File: config.mk
export PLATFORM = sky130hd
export DESIGN_NAME = counter_multi
export DESIGN_NICKNAME = d
export VERILOG_FILES = /design/src/rtl/counter_multi.sv
export SDC_FILE = /design/constraint.sdc
export NUM_CORES = 1
export LEC_CHECK = 0
export ABC_AREA = 1
export CAP_MARGIN = 20
export CORE_AREA = 2 2 113 115
export CTS_CLUSTER_DIAMETER = 120
export DETAILED_ROUTE_END_ITERATION = 10
export DIE_AREA = 0 0 115 117
export PLACE_DENSITY_LB_ADDON = 0.15
export SYNTH_ARGS = -nofsm -noshare
export SYNTH_HDL_FRONTEND = slang
export SYNTH_SLANG_ARGS = --single-unit
File: constraint.sdc
create_clock -name i_clk -period 2.52 [get_ports i_clk]
set_input_delay 0.252 -clock i_clk [delete_from_list [all_inputs] [get_ports i_clk]]
set_output_delay 0.252 -clock i_clk [all_outputs]
set_load 0.05 [all_outputs]
File: src/rtl/counter_multi.sv
// Multi-channel up/down counter: CHANNELS independent WIDTH-bit counters with
// load clamp, runtime modulo limit, wrap/saturate, terminal-count pulse and sticky overflow.

module counter_multi_lane #(
   parameter int WIDTH = 8
) (
   input  logic             i_clk,
   input  logic             i_rst,
   input  logic             i_en,
   input  logic             i_dir,
   input  logic             i_sat,
   input  logic             i_load,
   input  logic [WIDTH-1:0] i_load_val,
   input  logic [WIDTH-1:0] i_max_val,
   input  logic             i_ovf_clr,
   output logic [WIDTH-1:0] o_count,
   output logic             o_tc,
   output logic             o_ovf
);
   localparam logic [WIDTH-1:0] ONE = WIDTH'(1);

   logic [WIDTH-1:0] r_count;
   logic             r_tc;
   logic             r_ovf;
   logic [WIDTH-1:0] w_next;
   logic             w_bnd;

   always_comb begin
      w_bnd  = 1'b0;
      w_next = r_count;
      if (i_load) begin
         w_next = (i_load_val > i_max_val) ? i_max_val : i_load_val;
      end else if (i_en) begin
         // A zero limit makes every enabled cycle a boundary, even counting down from a stale value
         if (i_max_val == '0) begin
            w_bnd  = 1'b1;
            w_next = '0;
         end else if (i_dir) begin
            if (r_count < i_max_val) begin
               w_next = r_count + ONE;
            end else begin
               w_bnd  = 1'b1;
               w_next = i_sat ? i_max_val : '0;
            end
         end else if (r_count > i_max_val) begin
            w_next = i_max_val;
         end else if (r_count != '0) begin
            w_next = r_count - ONE;
         end else begin
            w_bnd  = 1'b1;
            w_next = i_sat ? '0 : i_max_val;
         end
      end
   end

   always_ff @(posedge i_clk) begin
      if (i_rst) begin
         r_count <= '0;
         r_tc    <= 1'b0;
         r_ovf   <= 1'b0;
      end else begin
         r_count <= w_next;
         r_tc    <= w_bnd;
         r_ovf   <= w_bnd | (r_ovf & ~i_ovf_clr);
      end
   end

   assign o_count = r_count;
   assign o_tc    = r_tc;
   assign o_ovf   = r_ovf;
endmodule

module counter_multi #(
   parameter int WIDTH    = 8,
   parameter int CHANNELS = 4
) (
   input  logic                      i_clk,
   input  logic                      i_rst,
   input  logic [CHANNELS-1:0]       i_en,
   input  logic [CHANNELS-1:0]       i_dir,
   input  logic [CHANNELS-1:0]       i_sat,
   input  logic [CHANNELS-1:0]       i_load,
   input  logic [CHANNELS*WIDTH-1:0] i_load_val,
   input  logic [CHANNELS*WIDTH-1:0] i_max_val,
   input  logic [CHANNELS-1:0]       i_ovf_clr,
   output logic [CHANNELS*WIDTH-1:0] o_count,
   output logic [CHANNELS-1:0]       o_tc,
   output logic [CHANNELS-1:0]       o_ovf
);
   for (genvar c = 0; c < CHANNELS; c++) begin : g_lane
      counter_multi_lane #(.WIDTH(WIDTH)) u_lane (
         .i_clk      (i_clk),
         .i_rst      (i_rst),
         .i_en       (i_en[c]),
         .i_dir      (i_dir[c]),
         .i_sat      (i_sat[c]),
         .i_load     (i_load[c]),
         .i_load_val (i_load_val[c*WIDTH +: WIDTH]),
         .i_max_val  (i_max_val[c*WIDTH +: WIDTH]),
         .i_ovf_clr  (i_ovf_clr[c]),
         .o_count    (o_count[c*WIDTH +: WIDTH]),
         .o_tc       (o_tc[c]),
         .o_ovf      (o_ovf[c])
      );
   end
endmodule

# Word level (Yosys, flattened, before mapping)
# Index checks and enable logic that the tools add are counted.
dict set report op_classes {
  div_mod_pow 0
  n_reduce_logical 12
  n_addsub 8
  n_eq_ne 0
  shift 0
  muxes 68
  n_mul 0
  n_bitwise 12
  n_lt_le_gt_ge 12
}
# op count
set ops {}
lappend ops {{8-bit 2-to-1 mux} 40}
lappend ops {{8-bit > comparator} 8}
lappend ops {{8-bit by 1-bit adder with 8-bit output (second input constant)} 4}
lappend ops {{8-bit logical NOT} 4}
lappend ops {{8-bit less-than comparator} 4}
lappend ops {{8-bit nonzero test} 4}
lappend ops {{8-bit by 1-bit subtractor with 8-bit output (second input constant)} 4}
lappend ops {{1-bit 2-to-1 mux} 28}
lappend ops {{2-bit nonzero test} 4}
lappend ops {{1-bit bitwise AND} 4}
lappend ops {{1-bit inverter} 4}
lappend ops {{1-bit bitwise OR} 4}
dict set report word_totals {
  ff_bits 40
  elab_cells 124
  mem_bits_rw 0
  latch_bits 0
  out_inout_bits 40
  memories 0
  input_bits 86
  romBits 0
}

# Depth between registers and ports, before layout
dict set report depth {
  ltp_word 8
  depth_mapped 16
  depth_no_buf 16
}

# Modules after synthesis
# Synthesis repeated with hierarchy kept, for this count alone.
dict set report hier_totals {
  cells_unflattened 1224
  area_unflattened_um2 7231.9
}
# mod cells_each area_each_um2 instances seq_area_each_um2
set by_module_without_submodules {}
lappend by_module_without_submodules {counter_multi_lane 306 1808.0 4 200.2}

# Least setup slack after synthesis
# OpenSTA, ideal clock, no wires.
dict set report synth_timing {
  path_kind {reg-to-reg}
  from {register g_lane[0].u_lane.r_count[0]}
  to {register g_lane[0].u_lane.r_count[1]}
  required_ps 2400
  stages_incl_launch_ff 16
  period_less_slack_ps 2142
  arrival_ps 2021
  path_slack_ps 378
  setup_time_ps 120
  n_path_buf 1
  cell_sequence {dfxtp_1 -> inv_1 -> ha_1 -> inv_1 -> nand2_1 -> nand2_1 -> nand2_1 -> nand2_1 -> nand2_1 -> nand2_1 -> nand2_1 -> buf_4 -> o21ai_1 -> nand2_1 -> nand2_1 -> a21oi_1}
}
dict set report synth_between {
  elab_chain_len 7
  word_cells_on_any_way 12
  cone_classes {add/sub (2); order compare (2); mux (7); reduce/logical (1)}
}
# element line_no
set synth_lines {}
lappend synth_lines {{start: declaration} 22} ;# logic [WIDTH-1:0] r_count;
lappend synth_lines {{start signal: assignment} 62} ;# r_count <= w_next;
lappend synth_lines {{8-bit by 1-bit subtractor with 8-bit output or 8-bit nonzero test (tied branches)} {48, 47}}
lappend synth_lines {{8-bit 2-to-1 mux} 47} ;# end else if (r_count != '0) begin
lappend synth_lines {{8-bit 2-to-1 mux} 45} ;# end else if (r_count > i_max_val) begin
lappend synth_lines {{8-bit 2-to-1 mux *} 38} ;# end else if (i_dir) begin
lappend synth_lines {{8-bit 2-to-1 mux *} 35} ;# if (i_max_val == '0) begin
lappend synth_lines {{8-bit 2-to-1 mux *} 33} ;# end else if (i_en) begin
lappend synth_lines {{8-bit 2-to-1 mux *} 31} ;# if (i_load) begin
# Mark *: on every way between the ends. The rest lies on a longest branch, timed or not. The select of a mux whose other input is x is not followed.
# A chain may end at the register's enable or synchronous reset.

# Worst setup path after layout
dict set report layout_timing {
  from {input port i_max_val[12]}
  to {register g_lane[1].u_lane.r_count[2]}
}
dict set report layout_between {
  elab_chain_len 6
  word_cells_on_any_way 11
  cone_classes {order compare (3); mux (7); reduce/logical (1)}
}
# element line_no
set layout_lines {}
lappend layout_lines {{start: declaration} 84} ;# input logic [CHANNELS*WIDTH-1:0] i_max_val,
lappend layout_lines {{8-bit > comparator or 8-bit less-than comparator (tied branches)} {45, 39}}
lappend layout_lines {{8-bit 2-to-1 mux (on tied branches)} {45, 39}}
lappend layout_lines {{8-bit 2-to-1 mux} 38}
lappend layout_lines {{8-bit 2-to-1 mux} 35}
lappend layout_lines {{8-bit 2-to-1 mux} 33}
lappend layout_lines {{8-bit 2-to-1 mux *} 31}
lappend layout_lines {{end signal: assignment} 62}
lappend layout_lines {{end: declaration} 22}
# Marks and branches as above.

==> summary.txt <==
outcome - completed
cell area power density - 438 mW/mm²
post_cts resized - 0
Via-to-Cell Ratio - 5.68
DP Worst Slack - -31.6 ps
Max IR drop VDD - 272 µV
hold_ws - 492 ps
Seq pwr share - 20.0%
cell count after synthesis - 1239
# IOs - 126
#FFs+latches synth - 40
detailed-route DRC error count - 0
Post-DRT Antenna Nets - 0
Setup violations, final - 0
Worst slew margin - 53.8%
register area - 801 µm²
ant diodes - 0
die height - 117 µm
H-tree depth - 2
Avg Synthesized Cell Area - 5.78 µm²
top sig layer - met4
main combinational cell family by area after synthesis - simple AND/OR/NAND/NOR gates
Crit Path Max Fanout - 15
Post-Synth XOR/XNOR Area - 3.06%
reg2reg setup slack - 380 ps
critical path type - primary input to flop
CP arrival - 2480 ps
via count - 8674
largest area contributor in the netlist - nand2_1
CTS Buf Count - 5
Clock Power Share - 16.6%
# rows - 41
CP required - 2720 ps
initial drt markers - 830
WL/cell - 14.5 µm
post-layout util - 71.5%
Pint - 1.97 mW
post-synth cell types - 36
post-synthesis compound-gate area fraction - 16.7%
GRT Resource Usage Total - 32.9%
Worst Clk Skew - 8.39 ps
Max Slew Vio Count - 0
Post-Syn Area - 0.00716 mm²
Sw Ratio - 49.0%
actual slew at the worst max-slew pin - 692 ps
Highest Clock Rate - 440 MHz
Worst path max stage delay - 540 ps
first-pass GRT wire length - 36100 µm
most used cell, CP - nand2_1
Switching Power - 1.89 mW
Sink Count - 40
core area - 0.0123 mm²
Crit-path slowest cell - clkdlybuf4s50_1
Fill cells - 1151
die footprint - 0.0135 mm²
Post-CTS Hold Fix Bufs - 0
layout cells sized above 1 - 10.4%
origin of the critical flop-to-flop path - g_lane[1].u_lane.o_count[0]
Max-Cap Viols - 0
die width - 115 µm
placed instance area - 0.00865 mm²
initial cell density of the core - 58.2%
Post-Syn Nets - 1401
final setup margin - 247 ps
Period Utilization, post-route - 90.2%
Critical Path, Cell by Cell - clkdlybuf4s50_1, inv_1, ha_1, nand2_1, nor2_2, nand2_1, nand2_2, nand2_2, nand2_1, o21ai_1, nand2_1, nand2_1, a21oi_1
multiplexer share of the synthesized area - 0%
Worst-Skew Late Latency - 280 ps
Area Overhead vs Synth - 22.9%
setup TNS - 0 ps
Synth warnings - 0
initial antenna violation count - 0
vias in the first global route - 7687
Simple-Gate Fraction of Synth Area - 43.6%
met3 wire length - 1840 µm
hold path endpoint - g_lane[1].u_lane.o_ovf
worst reg2reg path endpoint - g_lane[1].u_lane.o_count[2]
Layout Nets - 1539
IO buf count - 125
Gate power share - 63.4%
GP Congestion - 1.07
largest net degree at the start of global routing - 27
Final min period - 2270 ps
Hold Vio Cnt, Final - 0
ranking of synthesized cells by area - nand2_1, ha_1, dfxtp_1
CP Capture Type - flop
RSZ-0062 raised after global routing - no
clock-pin slew on the worst setup and hold paths - 60 ps
CTS max path bufs - 2
CTS root buf - clkbuf_16
number of iterations in the first detailed-routing pass - 5
Synth top area share - 17.4%
met2 wire len - 10300 µm
sequential-to-total area share from yosys stat - 11.2%
# Post-CTS Setup Buffers - 0
DRT met1 WL - 9200 µm
FF-to-FF path depth - 15
fin area - 0.00880 mm²
final WL - 22200 µm
Synth Area in Adders - 13.3%
Overflow after GRT - 0
area of the multi-input gates - 0.00549 mm²
Leak - 4.39 nW
CTS tree - yes
hold path start - g_lane[1].u_lane.o_ovf
hold path depth - 2
Worst Hold Class - flop to flop
post-DP HPWL - 17800 µm
Critical Path Source Type - primary input
worst max-delay path, delay by kind of cell:
family | cells | cell delay [ps]
AOI/OAI and AO/OA | 2 | 200
buffers and inverters | 2 | 690
adders and majority gates | 1 | 310
and+or+nand+nor | 8 | 1020
area by class of cell:
cell class | instances | area share, %
Clock inverter | 3 | 0.213
Timing Repair Buffer | 181 | 19.0
Inverter | 132 | 5.69
Multi-Input combinational cell | 1017 | 62.4
Sequential cell | 40 | 9.10
Clock buffer | 5 | 1.42
Tap cell | 150 | 2.13
placed cells by master, fill, tap and decap left out, types with 3 or more instances in the layout:
master / instances
nor4_1: 7
nand3b_1: 4
nor2_4: 13
nand2_4: 5
a21oi_1: 84
xor2_1: 21
ha_1: 76
nand3_1: 117
nor2_1: 156
nor2_2: 13
nand2_2: 12
dfxtp_1: 40
buf_4: 56
a21oi_2: 8
o21a_1: 4
inv_2: 13
o21ai_1: 48
o21bai_1: 4
clkbuf_16: 5
clkdlybuf4s50_1: 125
xnor2_1: 4
nand4_2: 6
inv_1: 113
o21ai_2: 3
nand4_1: 20
nand2_1: 332
a21o_1: 4
nand3_2: 3
o21ai_0: 70
clkinv_1: 4
registers in the layout (all words and copies together) (netlist names):
name,flops
g_lane.u_lane.o_count,32
g_lane.u_lane.o_ovf,4
g_lane.u_lane.o_tc,4
how the worst max path moves through the flow:
stage / startpoint / end
6_report: i_max_val[12] / g_lane[1].u_lane.o_count[2]
5_1_grt: i_max_val[15] / g_lane[1].u_lane.o_count[4]
4_1_cts: i_max_val[15] / g_lane[1].u_lane.o_count[2]
3_5_place_dp: i_max_val[12] / g_lane[1].u_lane.o_count[2]
3_3_place_gp: i_max_val[15] / g_lane[1].u_lane.o_ovf
2_1_floorplan: g_lane[0].u_lane.o_count[0] / g_lane[0].u_lane.o_count[1]
Yosys cell counts:
| cell | n |
|---|---|
| clkinv_1 | 4 |
| a21oi_2 | 8 |
| nor2_8 | 1 |
| xnor2_1 | 4 |
| nand4_4 | 1 |
| nor2_2 | 13 |
| ha_1 | 76 |
| nor4_1 | 7 |
| o21ai_2 | 3 |
| nand3_2 | 3 |
| nor2_4 | 13 |
| nand4_2 | 6 |
| nor3_1 | 1 |
| a21o_1 | 4 |
| nand2_2 | 13 |
| inv_1 | 113 |
| nor2_1 | 156 |
| inv_2 | 13 |
| o21ai_1 | 48 |
| xor2_1 | 21 |
| o21bai_1 | 4 |
| o21ai_0 | 70 |
| buf_12 | 1 |
| clkbuf_1 | 13 |
| nand3_1 | 117 |
| nand4_1 | 20 |
| a21oi_1 | 84 |
| nand3b_1 | 4 |
| dfxtp_1 | 40 |
| buf_6 | 13 |
| nand2_4 | 4 |
| buf_4 | 16 |
| inv_4 | 2 |
| nand2_1 | 332 |
| buf_2 | 7 |
| o21a_1 | 4 |
stage by stage:
step / instances / total power [mW]
after floorplan: 1239 / 2.51
after global placement: 1520 / 3.16
after detailed placement: 1520 / 3.18
after CTS: 1528 / 3.83
after global routing: 1528 / 4.16
final: 1528 / 3.86
metal layers:
metal | GRT usage (%) | vias to the layer above
li1 | - | 4328
met1 | 43.5 | 3829
met2 | 54.6 | 441
met3 | 4.22 | 76
met4 | 13.1 | 0
met5 | 0 | -
power groups by stage:
stage	logic (mW)	registers, mW	clock network (mW)
after floorplan	1.52	0.992	0
after global placement	2.38	0.783	0
after detailed placement	2.40	0.783	0
after CTS	2.41	0.770	0.642
after global routing	2.71	0.777	0.673
final	2.45	0.773	0.639
kinds of logic (layout without fill, tap and decap cells):
kind of cell               after synthesis  count (layout)
xor gates and xnor gates                25              25
buffers and inverters                  182             321
and+or+nand+nor                        691             691
AOI/OAI and AO/OA                      225             225
DFF                                     40              40
adders and majority gates               76              76
No activity file was read; power rests on OpenSTA's default activity.
==> RTL change 1 (same settings) <==
Change the parameter `CHANNELS` from 4 to 8.
--- a/src/rtl/counter_multi.sv
+++ b/src/rtl/counter_multi.sv
@@ -72,7 +72,7 @@
 
 module counter_multi #(
    parameter int WIDTH    = 8,
-   parameter int CHANNELS = 4
+   parameter int CHANNELS = 8
 ) (
    input  logic                      i_clk,
    input  logic                      i_rst,
Ports: changed (10 resized); port bits go from 126 to 250. No check against the original RTL was run, so the function may have changed too.
==> RTL change 1 against the original RTL <==
  * The run now fails in 3_1_place_gp_skip_io
  * Area after synthesis increased by 93%
==> RTL change 1: results (changes against the original RTL) <==
----------------------------------------------------
[Synthesis]
  Total of flip-flops plus latches after synthesis ... 80 (+100%)
  Net Count, Synth ... 2796 (+100%)
  Post-synthesis cell count ... 2474 (+100%)
  Top-area cell type share of the netlist area ... 18.6% (+1.2 points)
  Prevailing post-synth register cell ... sky130_fd_sc_hd__dfxtp_1
  Commonest cells in the netlist ... sky130_fd_sc_hd__nand2_1 (685), sky130_fd_sc_hd__nor2_1 (340), sky130_fd_sc_hd__nand3_1 (248)
  YS warnings ... 0 (unchanged)
  Cell types occupying the most area after synthesis ... sky130_fd_sc_hd__nand2_1 (19%), sky130_fd_sc_hd__ha_1 (14%), sky130_fd_sc_hd__dfxtp_1 (12%), sky130_fd_sc_hd__nor2_1 (9.2%), sky130_fd_sc_hd__nand3_1 (9.0%)
  Unique masters post-synth ... 33 (-8.3%)
  Sequential fraction of the synthesis area ... 11.6% (+0.39 points)
  Async set-or-reset flop fraction in the synthesized netlist ... 0% (unchanged)

[Run status]
  Status ... aborted with a tool error
  Tool error ... [ERROR FLW-0024] Place density exceeds 1.0 (current PLACE_DENSITY_LB_ADDON =  0.15). Please check if the value of  PLACE_DENSITY_LB_ADDON is between 0 and 0.99.
  Last stage the flow got to ... 3_1_place_gp_skip_io

[Floorplanning]
  Row cnt ... 41 (unchanged)

----------------------------------------------------
==> RTL change 1: changes by cell type after synthesis, sizes merged, moves of 76 or more <==
cell,delta
nand2,+353
nor2,+181
nand3,+128
inv,+119
a21oi,+114
o21ai,+86
ha,+76
==> RTL change 1: cells by family after synthesis <==
group | share of synthesized area (%)
fa+ha+maj | 13.7
simple gates | 43.3
compound gates | 16.5
buf+inv | 11.6
flops | 11.6
xor+xnor | 3.29
==> RTL change 2 (same flow settings) <==
Made on the original files. Put a register stage on the output `o_ovf`. The value now appears one clock later. The other outputs are not delayed to match.
--- a/src/rtl/counter_multi.sv
+++ b/src/rtl/counter_multi.sv
@@ -87,6 +87,8 @@
    output logic [CHANNELS-1:0]       o_tc,
    output logic [CHANNELS-1:0]       o_ovf
 );
+
+   logic [CHANNELS-1:0] o_ovf_d;
    for (genvar c = 0; c < CHANNELS; c++) begin : g_lane
       counter_multi_lane #(.WIDTH(WIDTH)) u_lane (
          .i_clk      (i_clk),
@@ -100,8 +102,12 @@
          .i_ovf_clr  (i_ovf_clr[c]),
          .o_count    (o_count[c*WIDTH +: WIDTH]),
          .o_tc       (o_tc[c]),
-         .o_ovf      (o_ovf[c])
+         .o_ovf      (o_ovf_d[c])
       );
    end
+   always_ff @(posedge i_clk) begin
+       o_ovf <= o_ovf_d;
+   end
+
 endmodule
 
Function: changed (a bounded check fails within 4 cycles, from zero or initial values and one cycle with i_rst high).
==> RTL change 2 against the original RTL <==
  * Setup slack better by 0.091 ns
  * Sequential cell count grew 4
  * Sequential share of layout area is 1.5 points higher
  * Worst hold slack worse by 0.15 ns
  * Cell area down 5.2%
  * Count of clock-buffer cells in the layout up 1
  * Cell count fell by 6.0%
  * Routed wire length is 6.1% lower
  * Area after synthesis decreased by 5.1%
  * Total power up 0.29%
==> RTL change 2: results (changes against the original RTL) <==
----------------------------------------------------
[Power]
  Worst vdd rail ir drop ... 0.404 mV (+49%)
  Net switching power ... 1.78 mW (-5.8%)
  Leakage power summed over all cells ... 4.14 nW (-5.6%)

[STA]
  Worst Clk Skew ... 0.0155 ns (+0.00708 ns)
  Least-Margin Pin Slew ... 0.673 ns (-0.0196 ns)
  F_max ... 458 MHz (+4.2%)

[Global routing]
  Number of global-route vias before repair ... 7142 (-7.1%)
  First-pass GRT wire length ... 33700 um (-6.5%)
  Pin count of the biggest net entering global routing ... 19 (-30%)
  Overall global routing resource usage ... 30.7% (-2.2 points)

[Synthesis]
  Commonest cells in the netlist ... sky130_fd_sc_hd__nand2_1 (281), sky130_fd_sc_hd__nor2_1 (154), sky130_fd_sc_hd__inv_1 (122)
  Unique masters post-synth ... 34 (-5.6%)
  Net Count, Synth ... 1332 (-4.9%)
  Cell types occupying the most area after synthesis ... sky130_fd_sc_hd__nand2_1 (16%), sky130_fd_sc_hd__ha_1 (14%), sky130_fd_sc_hd__dfxtp_1 (13%), sky130_fd_sc_hd__nand3_1 (8.8%), sky130_fd_sc_hd__nor2_1 (8.5%)
  Sequential fraction of the synthesis area ... 13.0% (+1.8 points)

[Critical path]
  Beginning of the worst register-to-register path ... g_lane[3].u_lane.o_count[0]
  Biggest fanout along the worst timing path ... 14 (-1)
  Worst endpoint data arrival time ... 2.41 ns (-0.07 ns)
  Reg2Reg Setup Slack ... 0.44 ns (+0.06 ns)
  Count of cells along the worst register-to-register path ... 12 (-3)

[Place]
  HPWL after DPL ... 16300 um (-8.2%)
  Worst setup slack before clock tree synthesis ... 0.0940 ns (+0.126 ns)

[Route]
  Post-detailed-routing wire length ... 20900 um (-6.1%)
  Vias per cell ... 5.64 (-0.73%)
  Detailed router's first-iteration violation count ... 897 (+8.1%)
  DRT Pass-1 Iters ... 6 (+1)

[Hold path]
  Hold Crit Endpoint ... o_ovf[1]
  Cell depth of the worst min-delay path ... 0 (-2)

[Clock network]
  Worst skew pair latency ... 0.30 ns (+0.02 ns)

[Cells and area]
  Fraction of final layout cells with drive strength greater than 1 ... 7.07% (-3.4 points)
  Layout filler cell count ... 1183 (+2.8%)

[Run status]
  Status ... finished clean

----------------------------------------------------
[RTL change 2: cell type report]
class                           count  area [um2]  area share, %
Sequential cell                    44         881           10.6
Clock inverter                      2        38.8          0.465
Timing Repair Buffer              155        1480           17.7
Tap cell                          150         188           2.25
Inverter                          129         484           5.81
Clock buffer                        6         139           1.67
Multi-Input combinational cell    951        5130           61.5
[RTL change 2: cells by family (layout without fill, tap and decap cells)]
family	Yosys count	count (layout)	synth area share (%)
and+or+nand+nor	629	629	41.1
AOI/OAI and AO/OA	216	216	16.5
buffers and inverters	175	292	11.5
adders and majority gates	76	76	14.0
DFF	44	44	13.0
xor gates and xnor gates	30	30	3.87
[RTL change 2: per-layer routing]
layer  routed length [um]  global-route usage (%)  vias to the layer above  part of all wire (%)
li1                     -                       -                     4073                     -
met1                 9270                    41.7                     3590                    44
met2                 9530                    51.2                      387                    46
met3                 1620                    3.96                       48                   7.8
met4                  416                    8.92                        0                   2.0
met5                    0                       0                        -                     0
[RTL change 2: power by group through the flow]
stage / registers, mW / clock network [mW] / logic, mW
after floorplan: 1.05 / 0 / 1.36
after global placement: 0.874 / 0 / 2.14
after detailed placement: 0.874 / 0 / 2.16
after CTS: 0.859 / 0.815 / 2.17
after global routing: 0.869 / 0.838 / 2.45
final: 0.862 / 0.807 / 2.20
[RTL change 2: how the worst max path moves through the flow]
stage                           startpoint                     endpoint  depth (start not counted)  slack (ns)
2_1_floorplan  g_lane[1].u_lane.o_count[0]  g_lane[1].u_lane.o_count[7]                         15        0.41
3_3_place_gp                 i_max_val[23]       g_lane[2].u_lane.o_ovf                         11        0.09
3_5_place_dp                  i_max_val[6]  g_lane[0].u_lane.o_count[0]                         10        0.09
4_1_cts                       i_max_val[6]  g_lane[0].u_lane.o_count[0]                         10        0.37
5_1_grt                      i_max_val[13]  g_lane[1].u_lane.o_count[1]                         11        0.17
6_report                     i_max_val[23]       g_lane[2].u_lane.o_ovf                         11        0.34
[RTL change 2: per-stage QoR]
| stage | hold WS [ns] | std cells | utilization [%] | cell area, um2 |
|---|---|---|---|---|
| finish | 0.337 | 1437 | 67.7 | 8340 |
| global route | 0.350 | 1437 | 67.7 | 8340 |
| CTS | 0.345 | 1437 | 67.7 | 8340 |
| detailed placement | 0.338 | 1429 | 66.3 | 8160 |
| global placement | 0.334 | 1429 | 66.3 | 8160 |
| floorplan | 0.321 | 1170 | - | 6800 |
